===== src/rtl/riscv_pkg.sv =====
// Shared RV32I constants: datapath width, canonical NOP and the major opcodes
// decoded by the control unit downstream of fetch.
package riscv_pkg;

    localparam int          XLEN      = 32;
    localparam logic [31:0] NOP_INSTR = 32'h0000_0013;

    localparam logic [6:0] OPC_OP     = 7'b0110011;
    localparam logic [6:0] OPC_OP_IMM = 7'b0010011;
    localparam logic [6:0] OPC_LOAD   = 7'b0000011;
    localparam logic [6:0] OPC_STORE  = 7'b0100011;

endpackage


===== src/rtl/fetch_fifo.sv =====
// Small circular FIFO with synchronous flush and occupancy count. Used both for
// buffered {pc, instr} responses and for the PCs of in-flight fetches.
module fetch_fifo #(
    parameter  int DEPTH = 3,
    parameter  int W     = 64,
    localparam int CW    = $clog2(DEPTH + 1)
) (
    input  logic          clk,
    input  logic          rst_n,
    input  logic          i_push,
    input  logic [W-1:0]  i_data,
    input  logic          i_pop,
    input  logic          i_flush,
    output logic [W-1:0]  o_data,
    output logic [CW-1:0] o_count
);

    localparam int PW = (DEPTH > 1) ? $clog2(DEPTH) : 1;

    logic [W-1:0]  r_mem [DEPTH];
    logic [PW-1:0] r_rd;
    logic [PW-1:0] r_wr;
    logic [CW-1:0] r_cnt;
    logic          w_push;
    logic          w_pop;

    // Overflow/underflow are dropped rather than corrupting the pointers.
    assign w_push = i_push && (r_cnt != CW'(DEPTH));
    assign w_pop  = i_pop  && (r_cnt != '0);

    function automatic logic [PW-1:0] ptr_inc(input logic [PW-1:0] p);
        return (p == PW'(DEPTH - 1)) ? '0 : p + PW'(1);
    endfunction

    always_ff @(posedge clk or negedge rst_n) begin
        if (!rst_n) begin
            r_rd  <= '0;
            r_wr  <= '0;
            r_cnt <= '0;
        end else if (i_flush) begin
            r_rd  <= '0;
            r_wr  <= '0;
            r_cnt <= '0;
        end else begin
            if (w_push) r_wr <= ptr_inc(r_wr);
            if (w_pop)  r_rd <= ptr_inc(r_rd);
            r_cnt <= r_cnt + CW'(w_push) - CW'(w_pop);
        end
    end

    always_ff @(posedge clk) begin
        if (w_push && !i_flush) r_mem[r_wr] <= i_data;
    end

    assign o_data  = r_mem[r_rd];
    assign o_count = r_cnt;

endmodule


===== src/rtl/inst_fetch.sv =====
// Instruction fetch: owns the PC, issues credit-limited word fetches, buffers
// in-order responses and squashes in-flight fetches on a redirect.
module inst_fetch #(
    parameter int              XLEN      = 32,
    parameter logic [XLEN-1:0] RESET_PC  = '0,
    parameter int              BUF_DEPTH = 3
) (
    input  logic            clk,
    input  logic            rst_n,
    output logic            imem_req_valid,
    input  logic            imem_req_ready,
    output logic [XLEN-1:0] imem_req_addr,
    input  logic            imem_rsp_valid,
    input  logic [XLEN-1:0] imem_rsp_data,
    input  logic            redirect_valid,
    input  logic [XLEN-1:0] redirect_pc,
    output logic            if_valid,
    input  logic            if_ready,
    output logic [XLEN-1:0] if_pc,
    output logic [XLEN-1:0] if_instr,
    output logic [6:0]      if_opcode
);

    import riscv_pkg::*;

    localparam int CW = $clog2(BUF_DEPTH + 1);
    localparam int SW = CW + 1;

    logic [XLEN-1:0]   r_pc;
    logic [XLEN-1:0]   r_last_pc;
    logic [CW-1:0]     r_stale;
    logic [CW-1:0]     w_outst;
    logic [CW-1:0]     w_count;
    logic [XLEN-1:0]   w_rsp_pc;
    logic [2*XLEN-1:0] w_head;
    logic              w_empty;
    logic              w_credit;
    logic              w_req_valid;
    logic              w_req_fire;
    logic              w_rsp;
    logic              w_push;
    logic              w_pop;

    // Occupancy of the in-flight PC queue is the outstanding-request count.
    fetch_fifo #(.DEPTH(BUF_DEPTH), .W(XLEN)) u_pcq (
        .clk     (clk),
        .rst_n   (rst_n),
        .i_push  (w_req_fire),
        .i_data  (r_pc),
        .i_pop   (w_rsp),
        .i_flush (1'b0),
        .o_data  (w_rsp_pc),
        .o_count (w_outst)
    );

    fetch_fifo #(.DEPTH(BUF_DEPTH), .W(2 * XLEN)) u_buf (
        .clk     (clk),
        .rst_n   (rst_n),
        .i_push  (w_push),
        .i_data  ({w_rsp_pc, imem_rsp_data}),
        .i_pop   (w_pop),
        .i_flush (redirect_valid),
        .o_data  (w_head),
        .o_count (w_count)
    );

    assign w_empty     = (w_count == '0);
    assign w_credit    = ({1'b0, w_outst} + {1'b0, w_count}) < SW'(BUF_DEPTH);
    assign w_req_valid = rst_n && w_credit && !redirect_valid;
    assign w_req_fire  = w_req_valid && imem_req_ready;
    assign w_rsp       = imem_rsp_valid && (w_outst != '0);
    // Stale responses and any response landing in a redirect cycle are dropped.
    assign w_push      = w_rsp && (r_stale == '0) && !redirect_valid;
    assign w_pop       = !w_empty && if_ready;

    always_ff @(posedge clk or negedge rst_n) begin
        if (!rst_n) begin
            r_pc      <= RESET_PC;
            r_stale   <= '0;
            r_last_pc <= '0;
        end else begin
            if (redirect_valid)  r_pc <= {redirect_pc[XLEN-1:2], 2'b00};
            else if (w_req_fire) r_pc <= r_pc + XLEN'(4);

            // Every fetch still in flight after this cycle belongs to the old path.
            if (redirect_valid)                r_stale <= w_outst - CW'(w_rsp);
            else if (w_rsp && r_stale != '0)   r_stale <= r_stale - CW'(1);

            if (!w_empty) r_last_pc <= w_head[2*XLEN-1:XLEN];
        end
    end

    assign imem_req_valid = w_req_valid;
    assign imem_req_addr  = r_pc;
    assign if_valid       = !w_empty;
    assign if_pc          = w_empty ? r_last_pc : w_head[2*XLEN-1:XLEN];
    assign if_instr       = w_empty ? XLEN'(NOP_INSTR) : w_head[XLEN-1:0];
    assign if_opcode      = if_instr[6:0];

endmodule


===== config.mk =====
export PLATFORM = sky130hd
export DESIGN_NAME = inst_fetch
export DESIGN_NICKNAME = d
export VERILOG_FILES = /design/src/rtl/riscv_pkg.sv /design/src/rtl/fetch_fifo.sv /design/src/rtl/inst_fetch.sv
export SDC_FILE = /design/constraint.sdc
export NUM_CORES = 1
export LEC_CHECK = 0
export BUFFER_PORTS_ARGS = -buffer_cell sky130_fd_sc_hd__buf_2
export CORE_MARGIN = 8
export CORE_UTILIZATION = 58
export CTS_CLUSTER_DIAMETER = 40
export DETAILED_ROUTE_END_ITERATION = 8
export PLACE_DENSITY_LB_ADDON = 0.15
export SYNTH_ARGS = -nofsm -noshare
export SYNTH_HDL_FRONTEND = slang
export SYNTH_SLANG_ARGS = --single-unit

===== constraint.sdc =====
create_clock -name clk -period 6.9 [get_ports clk]
set_input_delay 1.38 -clock clk [delete_from_list [all_inputs] [get_ports clk]]
set_output_delay 1.38 -clock clk [all_outputs]
set_load 0.005 [all_outputs]

# == After elaboration in Yosys (flattened, before gate mapping) ==
# Memory sizes are Yosys's and may differ from the RTL's.
# Index checks and enable logic that the tools add are counted.
# word_totals
inputBits,70
ff_bits,78
elab_cells,73
out_inout_bits,105
n_memories,2
mem_bits_rw,288
# classes
magnitude_cmp,1
eq_ne,6
muxes,19
addsub,12
reduce_logical,24
# memory_table
name,words,width,read_ports,rd_clocked_by_memory_dff,wr,line,source
u_buf.r_mem,3,64,1,0,1,fetch_fifo.sv:20,logic [W-1:0] r_mem [DEPTH];
u_pcq.r_mem,3,32,1,0,1,fetch_fifo.sv:20,
# ops
cell,n
$mux W32,4
$add A32 B3 Y32 const B,1
$mux W2,11
$reduce_bool A2 Y1,7
$logic_and A1 B1 Y1,13
$add A2 B1 Y2 const B,4
$eq A2 B2 Y1 const B,4
$sub A2 B1 Y2,3
$add A2 B1 Y2,2
$logic_not A2 Y1,2
$mux W1,4
$ne A2 B2 Y1 const B,2
$add A2 B2 Y3,1
$lt A3 B2 Y1 const B,1
$logic_not A1 Y1,2
$sub A2 B1 Y2 const B,1

# == Depth between registers and ports, before layout ==
# logic_depth
ltp_word,8
mapped_depth,8
mapped_depth_nobuf,8

# == Hierarchy ==
# From an unflattened synthesis, not the netlist that was laid out.
# unflattened
cells_unflattened,1009
hier_area_um2,14916.8
# by_module_without_submodules
module,seq_area_each_um2,cells_each,instances,area_per_inst_um2
fetch_fifo at u_buf,5915.7,438,1,7522.2
fetch_fifo at u_pcq,3032.9,235,1,3911.3
inst_fetch,1601.5,336,1,3483.3

# == Worst setup path before layout ==
# No wires, ideal clock.
# synth_timing
path_type,in2reg
start,input imem_rsp_valid
end,"memory u_buf.r_mem[1][0], enable pin"
required_ns,6.326
n_path_buf,0
arrival_ns,6.525
setup_ns,0.574
stages,4
slack_ns,-0.199
path_cell_list,o21ai_0 > inv_1 > nand4_1 > nor3b_1
# synth_via
elab_chain_cells,7
# synth_rtl
element,line,source
from (decl),inst_fetch.sv:13,"input logic imem_rsp_valid,"
$logic_and A1 B1 Y1,inst_fetch.sv:71,assign w_rsp = imem_rsp_valid && (w_outst != '0);
$logic_and A1 B1 Y1 (2 in series),inst_fetch.sv:73,assign w_push = w_rsp && (r_stale == '0) && !redirect_valid;
$logic_and A1 B1 Y1,fetch_fifo.sv:28,assign w_push = i_push && (r_cnt != CW'(DEPTH));
$logic_and A1 B1 Y1,fetch_fifo.sv:52,if (w_push && !i_flush) r_mem[r_wr] <= i_data;
$mux W1,fetch_fifo.sv:52,
$mux W1 (implied by the code),fetch_fifo.sv:52,
to (decl),fetch_fifo.sv:20,
# No other way between the ends.

# == Worst setup path in the final report ==
# layout_timing
start,register u_buf.r_cnt[1] (netlist: u_buf.o_count[1])
end,output if_pc[2]
# layout_via
elab_chain_cells,2
# layout_rtl
element,line,source
from (decl),fetch_fifo.sv:23,logic [CW-1:0] r_cnt;
from (signal assigned),fetch_fifo.sv:47,r_cnt <= r_cnt + CW'(w_push) - CW'(w_pop);
$logic_not A2 Y1,inst_fetch.sv:67,assign w_empty = (w_count == '0);
$mux W32,-,
to (decl),inst_fetch.sv:19,"output logic [XLEN-1:0] if_pc,"
# No other way between the ends.

==> flow_summary.json <==
{
  "die_w_um": 172,
  "p_per_area_nw_per_um2": 381,
  "layout_common_cells": "edfxtp_1 (276), buf_2 (169), nor2_1 (114)",
  "leakagePower_nw": 6.21,
  "ys_types": 47,
  "vias": 8713,
  "multi_input_area_um2": 3630,
  "ctsHoldBuffers": 0,
  "cts_setup_buffers": 0,
  "yosysWarnings": 0,
  "grt_antenna_before_repair": 0,
  "cts_made_buffers": 40,
  "cts.path.max_buffers": 3,
  "grt_max_degree": 82,
  "ant_nets": 0,
  "path_max_fanout": 51,
  "fin_setup_tns_ps": 0,
  "fin_crit_sh_pct": 61.1,
  "synthCells": 1022,
  "status": "finished clean",
  "max-cap-violations": 0,
  "hpwl_um": 18400,
  "die_h_um": 172,
  "critPathLaunchType": "flip-flop",
  "root_buffer": "clkbuf_16",
  "reg2reg_depth": 6,
  "start_util_pct": 58.5,
  "place_inst": 1472,
  "area_growth_pct": 18.1,
  "synthesis.area_um2": 14100,
  "critical_path_class": "flip-flop to primary output",
  "synth.avg_cell_area_um2": 13.8,
  "fmax_ghz": 0.237,
  "dr.pass1.iters": 5,
  "clock_sinks": 352,
  "layout_commonest_cell": "edfxtp_1",
  "slew_headroom_pct": 27.7,
  "drt_iter0_drc": 655,
  "dieArea_um2": 29600,
  "setup_viol": 0,
  "layoutNonFillerInstCount": 1546,
  "ir_worst_vdd_uv": 172,
  "cts-htree-levels": 2,
  "tightest_slew_ps": 1080,
  "viasPerCell": 5.64,
  "seqCellArea_um2": 10200,
  "cp.arrival_ps": 2830,
  "ctsResizeCount": 0,
  "remaining_drc_errors": 0,
  "wl_per_cell_um": 19.1,
  "nNetsFinal": 1269,
  "drv_slew": 0,
  "wl_um": 29500,
  "grt_pass1_wl_um": 46100,
  "async_reset_ff_share_pct": 21.6,
  "cts_tree": "built",
  "num_io_pins": 175,
  "io_buffers": 170,
  "grt_setup_unrepaired": "no",
  "period_needed_ps": 4210,
  "fill_cells": 1739,
  "cp-end-kind": "primary output",
  "worstHoldPathCells": 1,
  "clk_latency_ps": 520,
  "synth-seq-cells": 352,
  "gp_congestion": 0.862,
  "hp-class": "flip-flop to flip-flop",
  "antenna_cells": 0,
  "crit_required_ps": 5520,
  "cts.clk_slew.worst_paths_ps": 50,
  "finalClockSkew_ps": 10.4,
  "grtUsageTotal_pct": 20.1,
  "grt_pass1_vias": 8712,
  "grt.overflow.total": 0,
  "synth_edf_count": 276,
  "drive_above_1_share_pct": 22.1,
  "yosysSeqAreaShare_pct": 72.3,
  "rows": 57,
  "finalHoldViolations": 0,
  "core_um2": 24100,
  "synthFlopType": "edfxtp_1"
}
==> flip-flops by register name (all words and copies together) (netlist names) <==
register and flops:
u_buf.r_wr 2, imem_req_addr 30, u_pcq.o_count 2, u_pcq.r_mem 90, u_pcq.r_rd 2, u_buf.r_mem 186, u_pcq.r_wr 2, u_buf.r_rd 2
r_last_pc 32, r_stale 2, u_buf.o_count 2
==> cell type report <==
cell class	instances	share of cell area, %
timing repair buffer	187	6.04
tap	324	2.44
clock buffer	57	6.89
sequential	352	61.3
multi-input combinational	592	21.8
inverter	17	0.383
clock inverter	17	1.20
==> layer usage <==
metal  global-route usage [%]  wire [um]
met1                     25.4      12400
met2                     34.3      14300
met3                     4.38       2100
met4                     6.71        652
met5                        0          0
==> critical path, stage by stage (launching register included) <==
cell and delay, ps:
dfrtp_1 470, nor2_4 870, buf_4 530, nand2_1 100, o21ai_0 150, buf_2 180
==> stage by stage <==
stage | util (%) | setup slack (ps) | hold slack (ps) | power (mW) | area, um2
floorplan | - | 118 | 473 | 3.74 | 14100
global placement | 63.5 | 2930 | 460 | 4.27 | 15300
detailed placement | 63.5 | 2900 | 463 | 4.31 | 15300
CTS | 69.1 | 2580 | 481 | 6.41 | 16600
global route | 69.1 | 2390 | 490 | 6.67 | 16600
finish | 69.1 | 2690 | 473 | 6.34 | 16600
==> logic make-up (layout without fill, tap and decap cells) <==
family | count (synthesis) | in the layout | share of synthesized area (%)
other | 1 | 2 | 0.0266
xor gates and xnor gates | 10 | 10 | 0.621
DFF | 352 | 352 | 72.3
muxes | 100 | 100 | 7.14
adders and majority gates | 9 | 9 | 0.852
and+or+nand+nor | 289 | 289 | 9.38
buffers and inverters | 79 | 278 | 2.37
AOI/OAI and AO/OA | 182 | 182 | 7.34
==> final timing paths <==
check / endpoint / slack [ps] / start
min in group asynchronous: imem_req_addr[10] / 720 / rst_n
max reg2reg: u_pcq.r_mem[2][30] / 3790 / u_buf.o_count[0]
min: r_last_pc[0] / 470 / r_last_pc[0]
min reg2reg: r_last_pc[0] / 470 / r_last_pc[0]
max: if_pc[2] / 2690 / u_buf.o_count[1]
max in group asynchronous: u_buf.r_rd[0] / 4910 / rst_n
==> Yosys cell counts, drive strengths merged (10+ instances only) <==
library cell	n	area [um2]
a31oi	16	100
mux2i	96	961
o21ai	72	360
a21oi	61	305
inv	16	60.1
nor2	115	432
buf	18	105
o31ai	14	105
edfxtp	276	8290
or4	18	143
nand3	15	80.1
dfrtp	76	1900
nand2	88	330
and2	10	62.6
nand4	15	93.8
clkbuf	44	165
==> where the power goes <==
| group | switching (mW) | leakage (nW) | internal, mW |
|---|---|---|---|
| clock network | 0.800 | 0.643 | 1.28 |
| registers | 0.186 | 3.41 | 2.63 |
| logic | 0.866 | 2.16 | 0.573 |
| total | 1.85 | 6.21 | 4.49 |
Power figures use the tool's default switching activity.
